--- src/rtl/bk_bus_pkg.sv ---
// bk_bus_pkg -- shared definitions for the BK CPU-side bus initiator.
//   bus_state_t      : initiator FSM states
//   WTBT_*           : byte-enable encodings {hi, lo} driven on bus_wtbt
//   DEFAULT_TIMEOUT  : default strobe timeout in clk_sys cycles
//   byte_replicate   : places a write byte on both lanes
//   byte_extract     : selects the read lane and zero-extends it
//   wtbt_encode      : byte enables for a given access type
package bk_bus_pkg;

    typedef enum logic [2:0] {
        ST_IDLE,
        ST_ARB,
        ST_ADDR,
        ST_STROBE,
        ST_RELEASE
    } bus_state_t;

    localparam logic [1:0] WTBT_NONE = 2'b00;
    localparam logic [1:0] WTBT_LO   = 2'b01;
    localparam logic [1:0] WTBT_HI   = 2'b10;
    localparam logic [1:0] WTBT_WORD = 2'b11;

    localparam int DEFAULT_TIMEOUT = 64;

    // Responders pick the lane they need, so a byte write drives the
    // byte on both halves of the data bus.
    function automatic logic [15:0] byte_replicate(input logic [15:0] data,
                                                   input logic        is_byte);
        return is_byte ? {data[7:0], data[7:0]} : data;
    endfunction

    // Odd byte addresses live in the upper lane.
    function automatic logic [15:0] byte_extract(input logic [15:0] din,
                                                 input logic        is_byte,
                                                 input logic        addr_lsb);
        logic [15:0] result;
        result = din;
        if (is_byte) begin
            result = {8'h00, (addr_lsb ? din[15:8] : din[7:0])};
        end
        return result;
    endfunction

    function automatic logic [1:0] wtbt_encode(input logic we,
                                               input logic is_byte,
                                               input logic addr_lsb);
        logic [1:0] result;
        result = WTBT_NONE;
        if (we) begin
            if (!is_byte) begin
                result = WTBT_WORD;
            end else begin
                result = addr_lsb ? WTBT_HI : WTBT_LO;
            end
        end
        return result;
    endfunction

endpackage

--- src/rtl/bk_bus_initiator_if.sv ---
// bk_bus_initiator_if -- request/response port and BK bus signals of the
// bus initiator.
//   master : the initiator side (accepts requests, drives the bus)
//   slave  : the environment side (requester, arbiter and responders)
interface bk_bus_initiator_if;
    // request / response port
    logic        req_valid;
    logic        req_ready;
    logic        req_we;
    logic        req_byte;
    logic [15:0] req_addr;
    logic [15:0] req_data;
    logic        rsp_valid;
    logic [15:0] rsp_data;
    logic        rsp_err;
    // BK bus
    logic        bus_req;
    logic        bus_gnt;
    logic [15:0] bus_addr;
    logic [15:0] bus_dout;
    logic [15:0] bus_din;
    logic        bus_sync;
    logic        bus_we;
    logic [1:0]  bus_wtbt;
    logic        bus_stb;
    logic        bus_ack;

    modport master (
        input  req_valid, req_we, req_byte, req_addr, req_data,
        input  bus_gnt, bus_din, bus_ack,
        output req_ready, rsp_valid, rsp_data, rsp_err,
        output bus_req, bus_addr, bus_dout, bus_sync, bus_we, bus_wtbt, bus_stb
    );

    modport slave (
        output req_valid, req_we, req_byte, req_addr, req_data,
        output bus_gnt, bus_din, bus_ack,
        input  req_ready, rsp_valid, rsp_data, rsp_err,
        input  bus_req, bus_addr, bus_dout, bus_sync, bus_we, bus_wtbt, bus_stb
    );
endinterface

--- src/rtl/bk_bus_initiator.sv ---
// bk_bus_initiator -- runs one single read or write on the BK bus per
// accepted request: arbitrate, one address cycle, strobe until ack or
// timeout, one release cycle, then a one-cycle response pulse.
//   clk_sys : system clock (rising edge)
//   reset   : asynchronous active-high reset
//   ifc     : request/response port and bus signals (master modport)
//   TIMEOUT : strobe cycles to wait for bus_ack (2..1023)
module bk_bus_initiator
    import bk_bus_pkg::*;
#(
    parameter int TIMEOUT = DEFAULT_TIMEOUT
) (
    input  logic                  clk_sys,
    input  logic                  reset,
    bk_bus_initiator_if.master    ifc
);

    localparam logic [9:0] CNT_LOAD = 10'(TIMEOUT - 1);

    bus_state_t  state_reg, state_next;

    logic        we_reg;
    logic        byte_reg;
    logic [15:0] addr_reg;
    logic [15:0] dout_reg;
    logic [9:0]  cnt_reg;
    logic        err_reg;
    logic [15:0] rd_reg;
    logic        rsp_valid_reg;
    logic        rsp_err_reg;
    logic [15:0] rsp_data_reg;

    logic        req_ready_c;
    logic        bus_req_c;
    logic        bus_sync_c;
    logic        bus_stb_c;

    // State register. Because the bus controls below decode state_reg,
    // reset drops sync/stb/req immediately, without a clock edge.
    always_ff @(posedge clk_sys or posedge reset) begin
        if (reset) begin
            state_reg <= ST_IDLE;
        end else begin
            state_reg <= state_next;
        end
    end

    always_comb begin
        state_next  = state_reg;
        req_ready_c = 1'b0;
        bus_req_c   = 1'b0;
        bus_sync_c  = 1'b0;
        bus_stb_c   = 1'b0;
        case (state_reg)
            ST_IDLE: begin
                req_ready_c = !reset;
                if (ifc.req_valid && !reset) begin
                    state_next = ST_ARB;
                end
            end
            ST_ARB: begin
                bus_req_c = 1'b1;
                if (ifc.bus_gnt) begin
                    state_next = ST_ADDR;
                end
            end
            ST_ADDR: begin
                bus_req_c  = 1'b1;
                bus_sync_c = 1'b1;
                state_next = ST_STROBE;
            end
            ST_STROBE: begin
                bus_req_c  = 1'b1;
                bus_sync_c = 1'b1;
                bus_stb_c  = 1'b1;
                if (ifc.bus_ack || (cnt_reg == 10'd0)) begin
                    state_next = ST_RELEASE;
                end
            end
            ST_RELEASE: begin
                bus_req_c  = 1'b1;
                bus_sync_c = 1'b1;
                state_next = ST_IDLE;
            end
            default: begin
                state_next = ST_IDLE;
            end
        endcase
    end

    // Datapath: request latch, timeout counter, read capture, response.
    always_ff @(posedge clk_sys or posedge reset) begin
        if (reset) begin
            we_reg        <= 1'b0;
            byte_reg      <= 1'b0;
            addr_reg      <= 16'h0000;
            dout_reg      <= 16'h0000;
            cnt_reg       <= 10'd0;
            err_reg       <= 1'b0;
            rd_reg        <= 16'h0000;
            rsp_valid_reg <= 1'b0;
            rsp_err_reg   <= 1'b0;
            rsp_data_reg  <= 16'h0000;
        end else begin
            rsp_valid_reg <= 1'b0;
            rsp_err_reg   <= 1'b0;
            case (state_reg)
                ST_IDLE: begin
                    if (ifc.req_valid) begin
                        we_reg   <= ifc.req_we;
                        byte_reg <= ifc.req_byte;
                        addr_reg <= ifc.req_addr;
                        dout_reg <= byte_replicate(ifc.req_data, ifc.req_byte);
                        err_reg  <= 1'b0;
                    end
                end
                ST_ADDR: begin
                    cnt_reg <= CNT_LOAD;
                end
                ST_STROBE: begin
                    // Ack wins over an expiring counter in the same cycle.
                    if (ifc.bus_ack) begin
                        rd_reg <= byte_extract(ifc.bus_din, byte_reg, addr_reg[0]);
                    end else if (cnt_reg == 10'd0) begin
                        err_reg <= 1'b1;
                        rd_reg  <= 16'hFFFF;
                    end else begin
                        cnt_reg <= cnt_reg - 10'd1;
                    end
                end
                ST_RELEASE: begin
                    rsp_valid_reg <= 1'b1;
                    rsp_err_reg   <= err_reg;
                    // Writes leave the last read data visible.
                    if (!we_reg) begin
                        rsp_data_reg <= rd_reg;
                    end
                end
                default: begin
                end
            endcase
        end
    end

    assign ifc.req_ready = req_ready_c;
    assign ifc.rsp_valid = rsp_valid_reg;
    assign ifc.rsp_err   = rsp_err_reg;
    assign ifc.rsp_data  = rsp_data_reg;

    // Address-phase signals come straight from the request latch, so they
    // cannot move while sync is high; outside a cycle they idle at 0.
    assign ifc.bus_req  = bus_req_c;
    assign ifc.bus_sync = bus_sync_c;
    assign ifc.bus_stb  = bus_stb_c;
    assign ifc.bus_addr = bus_sync_c ? {addr_reg[15:1], 1'b0} : 16'h0000;
    assign ifc.bus_we   = bus_sync_c & we_reg;
    assign ifc.bus_wtbt = bus_sync_c ? wtbt_encode(we_reg, byte_reg, addr_reg[0]) : WTBT_NONE;
    assign ifc.bus_dout = bus_sync_c ? dout_reg : 16'h0000;

endmodule

--- src/flat_wrapper.sv ---
// flat-port wrapper written by rule: the top's interface ports become plain ports
module bk_bus_initiator_flat import bk_bus_pkg::*;
#(
    parameter int TIMEOUT = DEFAULT_TIMEOUT
)
  (clk_sys, reset, ifc_req_valid, ifc_req_we, ifc_req_byte, ifc_req_addr, ifc_req_data, ifc_bus_gnt, ifc_bus_din, ifc_bus_ack, ifc_req_ready, ifc_rsp_valid, ifc_rsp_data, ifc_rsp_err, ifc_bus_req, ifc_bus_addr, ifc_bus_dout, ifc_bus_sync, ifc_bus_we, ifc_bus_wtbt, ifc_bus_stb);
  bk_bus_initiator_if ifc_i ();
  input  logic clk_sys;
  input  logic reset;
  input wire logic [$bits(ifc_i.req_valid)-1:0] ifc_req_valid;
  input wire logic [$bits(ifc_i.req_we)-1:0] ifc_req_we;
  input wire logic [$bits(ifc_i.req_byte)-1:0] ifc_req_byte;
  input wire logic [$bits(ifc_i.req_addr)-1:0] ifc_req_addr;
  input wire logic [$bits(ifc_i.req_data)-1:0] ifc_req_data;
  input wire logic [$bits(ifc_i.bus_gnt)-1:0] ifc_bus_gnt;
  input wire logic [$bits(ifc_i.bus_din)-1:0] ifc_bus_din;
  input wire logic [$bits(ifc_i.bus_ack)-1:0] ifc_bus_ack;
  output wire logic [$bits(ifc_i.req_ready)-1:0] ifc_req_ready;
  output wire logic [$bits(ifc_i.rsp_valid)-1:0] ifc_rsp_valid;
  output wire logic [$bits(ifc_i.rsp_data)-1:0] ifc_rsp_data;
  output wire logic [$bits(ifc_i.rsp_err)-1:0] ifc_rsp_err;
  output wire logic [$bits(ifc_i.bus_req)-1:0] ifc_bus_req;
  output wire logic [$bits(ifc_i.bus_addr)-1:0] ifc_bus_addr;
  output wire logic [$bits(ifc_i.bus_dout)-1:0] ifc_bus_dout;
  output wire logic [$bits(ifc_i.bus_sync)-1:0] ifc_bus_sync;
  output wire logic [$bits(ifc_i.bus_we)-1:0] ifc_bus_we;
  output wire logic [$bits(ifc_i.bus_wtbt)-1:0] ifc_bus_wtbt;
  output wire logic [$bits(ifc_i.bus_stb)-1:0] ifc_bus_stb;
  assign ifc_i.req_valid = ifc_req_valid;
  assign ifc_i.req_we = ifc_req_we;
  assign ifc_i.req_byte = ifc_req_byte;
  assign ifc_i.req_addr = ifc_req_addr;
  assign ifc_i.req_data = ifc_req_data;
  assign ifc_i.bus_gnt = ifc_bus_gnt;
  assign ifc_i.bus_din = ifc_bus_din;
  assign ifc_i.bus_ack = ifc_bus_ack;
  assign ifc_req_ready = ifc_i.req_ready;
  assign ifc_rsp_valid = ifc_i.rsp_valid;
  assign ifc_rsp_data = ifc_i.rsp_data;
  assign ifc_rsp_err = ifc_i.rsp_err;
  assign ifc_bus_req = ifc_i.bus_req;
  assign ifc_bus_addr = ifc_i.bus_addr;
  assign ifc_bus_dout = ifc_i.bus_dout;
  assign ifc_bus_sync = ifc_i.bus_sync;
  assign ifc_bus_we = ifc_i.bus_we;
  assign ifc_bus_wtbt = ifc_i.bus_wtbt;
  assign ifc_bus_stb = ifc_i.bus_stb;
  bk_bus_initiator #(.TIMEOUT(TIMEOUT)) u_core (.clk_sys(clk_sys), .reset(reset), .ifc(ifc_i));
endmodule
--- config.mk ---
export PLATFORM = sky130hd
export DESIGN_NAME = bk_bus_initiator_flat
export DESIGN_NICKNAME = d
export VERILOG_FILES = /design/src/rtl/bk_bus_pkg.sv /design/src/rtl/bk_bus_initiator_if.sv /design/src/rtl/bk_bus_initiator.sv /design/src/flat_wrapper.sv
export SDC_FILE = /design/constraint.sdc
export NUM_CORES = 1
export LEC_CHECK = 0
export CAP_MARGIN = 5
export CORE_MARGIN = 2
export CORE_UTILIZATION = 30
export CTS_BUF_LIST = sky130_fd_sc_hd__clkbuf_4 sky130_fd_sc_hd__clkbuf_8 sky130_fd_sc_hd__clkbuf_16
export DETAILED_ROUTE_END_ITERATION = 10
export GPL_TIMING_DRIVEN = 0
export RECOVER_POWER = 100
export SLEW_MARGIN = 0
export SYNTH_ARGS = -nofsm -noshare
export SYNTH_HDL_FRONTEND = slang
export SYNTH_SLANG_ARGS = --single-unit
--- constraint.sdc ---
create_clock -name clk_sys -period 3.4 [get_ports clk_sys]
set_input_delay 0.68 -clock clk_sys [delete_from_list [all_inputs] [get_ports clk_sys]]
set_output_delay 0.68 -clock clk_sys [all_outputs]
set_load 0.05 [all_outputs]
==> results.cfg, run 1 <==
[run_status]
status = finished clean

[logic_synthesis]
synthArstFlopShare = 1.000
synthXorXnorAreaFrac = 0.004611
synthMuxAreaShare = 0.1742
netlist_area_mm2 = 0.003799
syn_area_per_cell_um2 = 12.37
yosys_warnings = 0
synth_nets = 363
ys_types = 41
synth_fa_ha_area_frac = 0.003294
ys_ff_latch = 82
synth_edf_count = 0
synthCells = 307
synth-simple-area-share = 0.1453
synth_top_family_by_area = multiplexers
synth_ff_type = dfrtp_1
synth_compound_gate_area_share = 0.09816
synth-seq-area-share = 0.5402

[global_route]
grt_max_degree = 44
groute.usage.overall = 0.1448
grt_pass1_wl_um = 14760
grt_pass1_vias = 2952
antenna_found_initial = 0
grt_remaining_overflow = 0

[floorplan]
dieHeight_um = 116.5
rows = 41
initial_core_util = 0.3047
coreArea_mm2 = 0.01247
design.portCount = 112
die-area_mm2 = 0.01358
die_width_um = 116.5

[setup_path]
required_ns = 2.72
r2r_cells = 8
crit_fanout = 10
crit_path_end_kind = output pin
reg2reg_to = u_core.rd_reg[8]
cp_slowest_cell = clkdlybuf4s50_1
crit_family = buffers and inverters
worstSetupPathType = reg2out
path_depth = 6
r2r_setup_slack_ns = 0.30
r2r-start = u_core.cnt_reg[0]
cpPeakStageDelay_ns = 0.83
startpoint_type = register
cp-endpoint = ifc_bus_wtbt[1]
startpoint = u_core.state_reg[1]
path_cells = buf_2 -> nor2_1 -> a21o_1 -> nand2_1 -> a21oi_1 -> clkdlybuf4s50_1
critical_path_buf_inv_count = 2
arrival_ns = 2.49

[timing]
slew_violations = 0
timing.fmax_ghz = 0.3153
slew_headroom = 0.2389
fin_worst_skew_ns = 0.004918
fin_tns_setup_ns = 0
setup_viol = 0
finalCritPeriodShare = 0.9329
grt_setup_unrepaired = false
worst_pin_slew_ns = 1.131
period_minus_slack_ns = 3.172
hold_violations = 0

[finish]
layout-drive-gt1-share = 0.1663
fin_area_mm2 = 0.005283
n_antenna_cell = 0
final_nets = 484
area_growth_pct = 39.06
layoutNonFillerInstCount = 605
final_core_util = 0.4238

[pwr]
power_w = 0.005272
leakage_nw = 2.393
power.density_mw_per_mm2 = 998.0
ir_drop_mv = 0.4151

[placed_design]
io_buffers = 109
hpwl_um = 6605
place_area_mm2 = 0.005135
dp.cells = 589
globalplace.congestion = 0.7936

[clock_tree]
htreeDepth = 3
cts-root-buf = clkbuf_16
path_clk_slew_ns = 0.06
cts_buffer_depth = 2
clock_latency_ns = 0.34
holdBufCountCts = 0
cts_tree = yes
numCtsBuffers = 9
clock_sinks = 82

[route]
via_per_inst = 4.517
routed_wl_um = 9069
first_iter_violations = 124
post_drt_wl_per_cell_um = 14.99
drcViolationCount = 0
vias = 2733
ant_nets = 0
drtPass1Iterations = 4

[run]
cap_violations = 0

[min_path]
worstHoldPathType = reg2reg
-- worst reg2reg max path, stage by stage, from the launching register on --
cell       delay (ns)
dfrtp_1          0.42
inv_1            0.07
ha_1             0.15
or3b_2           0.49
nor4_1           0.88
o21a_1           0.20
clkbuf_1         0.31
clkbuf_2         0.32
a2bb2oi_1        0.19
-- power by group --
group	leakage, nW	switching [W]	total (W)	internal (W)
combinational	1.27	0.00174	0.00269	0.000947
sequential	0.973	0.000210	0.00160	0.00139
clock	0.147	0.000406	0.000986	0.000580
total	2.39	0.00236	0.00527	0.00292
-- cells in the mapped netlist, types with 2 or more instances --
cell | instances | area (µm²)
dfrtp_1 | 82 | 2052
mux2_2 | 41 | 461.7
and2_1 | 33 | 206.5
mux2i_1 | 20 | 200.2
a21oi_1 | 15 | 75.07
nor2_1 | 13 | 48.80
nand2_1 | 12 | 45.04
nand2b_1 | 11 | 68.82
a2bb2oi_2 | 9 | 135.1
clkbuf_1 | 8 | 30.03
a2bb2oi_1 | 7 | 61.31
buf_2 | 7 | 35.03
inv_1 | 5 | 18.77
nor2b_1 | 4 | 25.02
nor4_1 | 4 | 25.02
nor3_1 | 3 | 15.01
o21ai_0 | 3 | 15.01
o31ai_1 | 3 | 22.52
a21o_1 | 2 | 15.01
and3_1 | 2 | 12.51
nand4b_1 | 2 | 17.52
xnor2_1 | 2 | 17.52
-- logic make-up after synthesis --
logic type | Yosys count
AO/OA/AOI/OAI | 45
XOR/XNOR | 2
adder cells (fa/ha/maj) | 1
buffers and inverters | 24
flip-flops | 82
multiplexers | 61
other | 1
AND/OR/NAND/NOR | 91
-- cell usage in the layout (no fill, tap or decap), types with 2 or more instances in the layout --
cell	n
nand4b_1	2
o31ai_1	3
a21o_1	2
nor2_1	13
nor3_1	3
and2_0	11
xnor2_1	2
mux2_2	41
buf_2	2
nor2b_1	4
nand2b_1	11
a21oi_1	15
inv_1	4
dfrtp_1	82
a2bb2oi_2	2
mux2i_1	20
and3_1	2
o21ai_0	3
nor4_1	5
clkbuf_2	4
dlygate4sd2_1	29
a2bb2oi_1	14
clkbuf_1	13
nand2_1	12
clkdlybuf4s50_1	52
clkinv_2	2
dlygate4sd3_1	26
and2_1	22
clkbuf_16	9
inv_6	2
-- metrics by stage --
step | hold WS [ns] | setup WS (ns)
2_1_floorplan | 0.4550 | 0.4813
3_3_place_gp | 0.4803 | -0.9037
3_5_place_dp | 0.4878 | 0.2644
4_1_cts | 0.5029 | 0.1357
5_1_grt | 0.5183 | 0.01384
6_report | 0.4978 | 0.2283
-- layout make-up --
class	count	area [µm²]
clock buffer	10	232.7
tap	172	215.2
sequential	82	2052
fill	1224	7183
clock inverter	6	65.06
multi-input combinational	201	1562
timing repair buffer	110	1054
inverter	5	21.27
buffer	19	81.33
-- what timing repair did --
action / 4_1_cts / 5_1_grt
gates cloned: 0 / 0
resized for setup: 30 / 6
buffers inserted: 0 / 0
endpoints found under the setup margin: 30 / 13
-- worst min path at each step --
stage	slack, ns	cells after the start	end	from
finish	0.50	1	u_core.addr_reg[13]	u_core.addr_reg[13]
global route	0.52	1	u_core.ifc.rsp_data[13]	u_core.rd_reg[13]
CTS	0.50	1	u_core.addr_reg[13]	u_core.addr_reg[13]
detailed placement	0.49	1	u_core.addr_reg[13]	u_core.addr_reg[13]
global placement	0.48	1	u_core.addr_reg[6]	u_core.addr_reg[6]
floorplan	0.45	2	u_core.err_reg	u_core.err_reg
-- layer usage --
metal,routed length [µm],GRT usage,vias up,part of all wire
li1,-,-,1324,-
met1,4030,0.1825,1312,0.44
met2,4205,0.2244,84,0.46
met3,641,0.04722,13,0.071
met4,191,0.07063,0,0.021
met5,0,0,-,0
No activity file was read; power rests on OpenSTA's default activity.
==> inputs of run 2 (changes only) <==
- HOLD_SLACK_MARGIN: unset -> 0.02
==> results of run 2 <==
No change in the layout: final DEF, timing and power equal those of run 1.
==> inputs of run 3 (changes only) <==
- CTS_CLUSTER_SIZE: unset -> 12
==> results of run 3 <==
No change in the layout: final DEF, timing and power equal those of run 1.
